--- src/rtl/apb_master_arb.sv ---
// Two-requester APB master with round-robin arbitration and back-to-back transfers.
// Optional ACCESS-phase timeout is enabled by defining APB_ARB_TIMEOUT_EN.
module apb_master_arb #(
    parameter int unsigned TIMEOUT_CYCLES = 16
) (
    input  logic        pclk,
    input  logic        preset_n,
    input  logic [1:0]  req_valid,
    input  logic [1:0]  req_write,
    input  logic [17:0] req_addr,
    input  logic [63:0] req_wdata,
    output logic [1:0]  req_done,
    output logic [1:0]  req_err,
    output logic [31:0] req_rdata,
    output logic [8:0]  paddr,
    output logic        psel,
    output logic        penable,
    output logic        pwrite,
    output logic [31:0] pwdata,
    input  logic        pready,
    input  logic [31:0] prdata
);

    if ((TIMEOUT_CYCLES < 2) || (TIMEOUT_CYCLES > 255)) begin : g_bad_timeout
        $error("apb_master_arb: TIMEOUT_CYCLES must be in 2..255");
    end

    typedef enum logic [1:0] {IDLE, SETUP, ACCESS} state_t;

    state_t      r_state, w_state_nxt;
    logic        r_grant, r_last_grant;
    logic        r_psel, r_penable, r_pwrite;
    logic [8:0]  r_paddr;
    logic [31:0] r_pwdata;

    logic        w_arb_sel, w_other;
    logic        w_load, w_load_sel, w_complete, w_timeout;
    logic [1:0]  w_grant_onehot;

    // Both valid: alternate away from the last winner; otherwise the lone requester wins.
    assign w_arb_sel      = (req_valid == 2'b11) ? ~r_last_grant : req_valid[1];
    assign w_other        = ~r_grant;
    assign w_grant_onehot = r_grant ? 2'b10 : 2'b01;

`ifdef APB_ARB_TIMEOUT_EN
    logic [7:0] r_tcnt;

    // r_tcnt holds (ACCESS cycle number - 1) while in ACCESS.
    assign w_timeout = (r_state == ACCESS) && !pready &&
                       (r_tcnt == 8'(TIMEOUT_CYCLES - 1));

    always_ff @(posedge pclk or negedge preset_n) begin
        if (!preset_n) begin
            r_tcnt <= '0;
        end else if ((r_state == ACCESS) && !w_complete) begin
            r_tcnt <= r_tcnt + 8'd1;
        end else begin
            r_tcnt <= '0;
        end
    end

    assign req_err = w_timeout ? w_grant_onehot : 2'b00;
`else
    assign w_timeout = 1'b0;
    assign req_err   = 2'b00;
`endif

    // NOTE: every output of this block is given a default first, so no latch is inferred.
    always_comb begin
        w_state_nxt = r_state;
        w_load      = 1'b0;
        w_load_sel  = w_arb_sel;
        w_complete  = 1'b0;
        unique case (r_state)
            IDLE: begin
                if (|req_valid) begin
                    w_load      = 1'b1;
                    w_state_nxt = SETUP;
                end
            end
            SETUP: w_state_nxt = ACCESS;
            ACCESS: begin
                if (pready) begin
                    w_complete = 1'b1;
                    if (req_valid[w_other]) begin
                        w_load      = 1'b1;
                        w_load_sel  = w_other;
                        w_state_nxt = SETUP;
                    end else begin
                        w_state_nxt = IDLE;
                    end
                end else if (w_timeout) begin
                    w_complete  = 1'b1;
                    w_state_nxt = IDLE;
                end
            end
            default: w_state_nxt = IDLE;
        endcase
    end

    // NOTE: state is updated with non-blocking assignments so all registers see pre-edge values.
    always_ff @(posedge pclk or negedge preset_n) begin
        if (!preset_n) begin
            r_state      <= IDLE;
            r_grant      <= 1'b0;
            r_last_grant <= 1'b1;
            r_psel       <= 1'b0;
            r_penable    <= 1'b0;
            r_pwrite     <= 1'b0;
            r_paddr      <= '0;
            r_pwdata     <= '0;
        end else begin
            r_state <= w_state_nxt;
            if (w_complete) begin
                r_last_grant <= r_grant;
            end
            if (w_load) begin
                r_grant   <= w_load_sel;
                r_psel    <= 1'b1;
                r_penable <= 1'b0;
                r_pwrite  <= req_write[w_load_sel];
                r_paddr   <= w_load_sel ? req_addr[17:9]   : req_addr[8:0];
                r_pwdata  <= w_load_sel ? req_wdata[63:32] : req_wdata[31:0];
            end else if (r_state == SETUP) begin
                r_penable <= 1'b1;
            end else if (w_complete) begin
                r_psel    <= 1'b0;
                r_penable <= 1'b0;
            end
        end
    end

    assign req_done  = w_complete ? w_grant_onehot : 2'b00;
    assign req_rdata = prdata;
    assign psel      = r_psel;
    assign penable   = r_penable;
    assign pwrite    = r_pwrite;
    assign paddr     = r_paddr;
    assign pwdata    = r_pwdata;

endmodule

--- config.mk ---
export PLATFORM = sky130hd
export DESIGN_NAME = apb_master_arb
export DESIGN_NICKNAME = d
export VERILOG_FILES = /design/src/rtl/apb_master_arb.sv
export SDC_FILE = /design/constraint.sdc
export NUM_CORES = 1
export LEC_CHECK = 0
export CORE_MARGIN = 2
export CORE_UTILIZATION = 38
export DETAILED_ROUTE_END_ITERATION = 8
export GPL_ROUTABILITY_DRIVEN = 0
export HOLD_SLACK_MARGIN = 0.15
export PLACE_DENSITY_LB_ADDON = 0.3
export SKIP_CTS_REPAIR_TIMING = 1
export SLEW_MARGIN = 20
export SYNTH_ARGS = -nofsm -noshare
export SYNTH_HDL_FRONTEND = slang
export SYNTH_SLANG_ARGS = --single-unit
--- constraint.sdc ---
create_clock -name pclk -period 5.3 [get_ports pclk]
set_clock_uncertainty 0.05 [all_clocks]
set_input_delay 0.795 -clock pclk [delete_from_list [all_inputs] [get_ports pclk]]
set_output_delay 0.795 -clock pclk [all_outputs]
set_load 0.01 [all_outputs]
==> summary.md <==
| Metric | Value |
|---|---|
| Antenna violations before repair | `0` |
| Fin. Hold Viols | `0` |
| Fmax | `0.328 GHz` |
| I/O Buffers | `134` |
| Pre-CTS setup slack | `about 1900 ps` |
| H-tree depth | `2` |
| RSZ-0062 raised after global routing | `no` |
| Hold Path Depth | `2` |
| Clock slew at reported path FFs | `~70 ps` |
| Post-synthesis register bit count | `48` |
| Root buf cell | `clkbuf_8` |
| Cells after synthesis | `around 200` |
| Reg2reg end | `pwdata[20]$_DFFE_PN0P_` |
| Synth top area share | `42.1%` |
| Slew Viols, Final | `0` |
| Reg2reg setup slack | `2930 ps` |
| Final net count | `422` |
| Clock Sinks | `48` |
| Top-count cell post-synth | `dfrtp_1` |
| Power Dens Cells | `470 nW/µm²` |
| Crit path launch type | `input pin` |
| Gr usage total | `14.5%` |
| Wire per inst | `~14 µm` |
| Via density | `~4.6` |
| Clock buffers created by TritonCTS | `5` |
| Syn. warnings | `0` |
| 1st-iter DRT viols | `51` |
| DR vias | `roughly 1,900` |
| Antenna Cells | `0` |
| Total grt overflow | `0` |
| Worst endpoint required time | `around 4500 ps` |
| Die Y-Extent | `89.7 µm` |
| Slew headroom | `a little over two fifths` |
| Worst Reg2Reg Path Length in Cells | `5` |
| First-pass GRT wire length | `9690 µm` |
| Max_cap viols | `0` |
| Crit path time final | `3050 ps` |
| Clk_lat worst skew | `290 ps` |
| CP Capture Point | `req_done[0]` |
| CP max FO | `6` |
| Clock Tree Buf Depth | `2` |
| Setup ws final | `2250 ps` |
| Critical Path AT | `2210 ps` |
| Fin crit share | `a little under three fifths` |
| Row count | `31` |
| Area grow syn2layout | `44.7%` |
| Drt drc | `0` |
| Worst reg2reg path startpoint | `r_state[1]$_DFFE_PN0P_` |
| Layout cell share with drive strength beyond 1 | `32.1%` |
| Total negative setup slack | `0 ps` |
| Synth unique cells | `21` |
| Most frequent cells after synthesis | `dfrtp_1, mux2_2, mux2_4` |
| Crit path from | `pready` |
| Mean Syn Cell Area | `about 14 µm²` |
| TritonCTS clock tree | `built` |
| Status | `completed` |
| Worst IR drop on VDD | `approximately 0.18 mV` |
| Asr flop ratio synth | `between 90% and 100%` |
| Placed Area | `3960 µm²` |
| Starting Density | `38.9%` |
| Finish-stage setup viols | `0` |
| Seq/Total Area, Yosys | `43.1%` |
| Predominant post-synthesis flop cell | `dfrtp_1` |
| Vias in the first global route | `slightly above 2,000` |
| Pleak | `1.73 nW` |
| DP HPWL | `between 4000 and 5000 µm` |
| WS Path Type | `input pin to primary output` |
| Post-synthesis instance area | `2790 µm²` |
| Post-synth EDFFs | `0` |
| Synth area leaders | `dfrtp_1, mux2_4, mux2_2` |
| Routed WL | `approximately 5600 µm` |
| Routed Antenna Nets | `0` |
| Initial DRT Pass Iterations | `4` |
| CP Capture Type | `primary output` |
| HP Class | `flip-flop to flip-flop` |
| Area leader, netlist | `dfrtp_1` |
| Worst-Margin Slew | `approximately 850 ps` |
| I/O pin count | `about 200` |
| Largest net degree at the start of global routing | `49` |
| Design area | `4040 µm²` |
| Die ar. | `just over 8000 µm²` |
| Core area | `7180 µm²` |
| Die width | `between 80 and 90 µm` |
-- worst min path at each step --
| stage | start | to |
|---|---|---|
| after global routing | r_last_grant$_DFFE_PN1P_ | r_last_grant$_DFFE_PN1P_ |
| after global placement | r_last_grant$_DFFE_PN1P_ | r_last_grant$_DFFE_PN1P_ |
| after floorplan | r_last_grant$_DFFE_PN1P_ | r_last_grant$_DFFE_PN1P_ |
| after detailed placement | r_last_grant$_DFFE_PN1P_ | r_last_grant$_DFFE_PN1P_ |
| final | r_last_grant$_DFFE_PN1P_ | r_last_grant$_DFFE_PN1P_ |
| after CTS | r_last_grant$_DFFE_PN1P_ | r_last_grant$_DFFE_PN1P_ |
-- sequential cells by signal, summed over array words and instances (netlist names) --
register and count:
psel 1, pwrite 1, paddr 9, r_last_grant 1, penable 1, r_state 2
pwdata 32, r_grant 1
-- cell usage in the layout, fill, tap and decap left out, types with 2 or more instances in the layout --
cell type,n
clkbuf_8,5
conb_1,2
mux2_4,39
clkbuf_1,3
dfrtp_1,47
clkdlybuf4s50_1,133
buf_4,4
nand2b_1,2
nand2_1,5
inv_1,4
mux2_2,45
a21oi_1,3
-- critical path, cell delays in order --
cell	delay, ps
clkdlybuf4s50_1	570
nand3b_1	170
nor2_1	130
clkdlybuf4s50_1	540
-- routing by layer --
layer  global-route usage [%]  vias to the layer above  wire length (µm)
li1                         -                      855                 -
met1                     16.7                      887              2170
met2                     23.8                      100              2670
met3                     7.63                       13               691
met4                     3.85                        0                72
met5                        0                        -                 0
-- area by class of cell --
type / count / area (µm²)
fill: 622 / 3140
sequential: 48 / 1200
multi-input combinational: 105 / 1260
clock buffer: 8 / 80.1
inverter: 4 / 15.0
timing repair buffer: 137 / 1360
tap: 99 / 124
-- metrics by stage --
step	std cells	utilization, %	hold slack, ps	power [mW]
final	401	56.3	415	1.90
after global routing	401	56.3	443	2.04
after CTS	401	56.3	418	1.94
after detailed placement	393	55.2	408	1.72
after global placement	393	55.2	401	1.70
after floorplan	199	-	389	1.24
-- cell families (layout without fill, tap and decap cells) --
logic type	after synthesis	after routing	synth area share (%)
and+or+nand+nor	11	11	2.38
other	1	2	0.134
buffers and inverters	46	149	12.0
DFF	48	48	43.1
muxes	85	85	39.5
AOI/OAI and AO/OA	7	7	2.91
-- power breakdown --
| group | internal, mW | switching, mW |
|---|---|---|
| clock network | 0.0938 | 0.109 |
| registers | 0.558 | 0.104 |
| logic | 0.663 | 0.372 |
(Power assumes the default switching activity.)
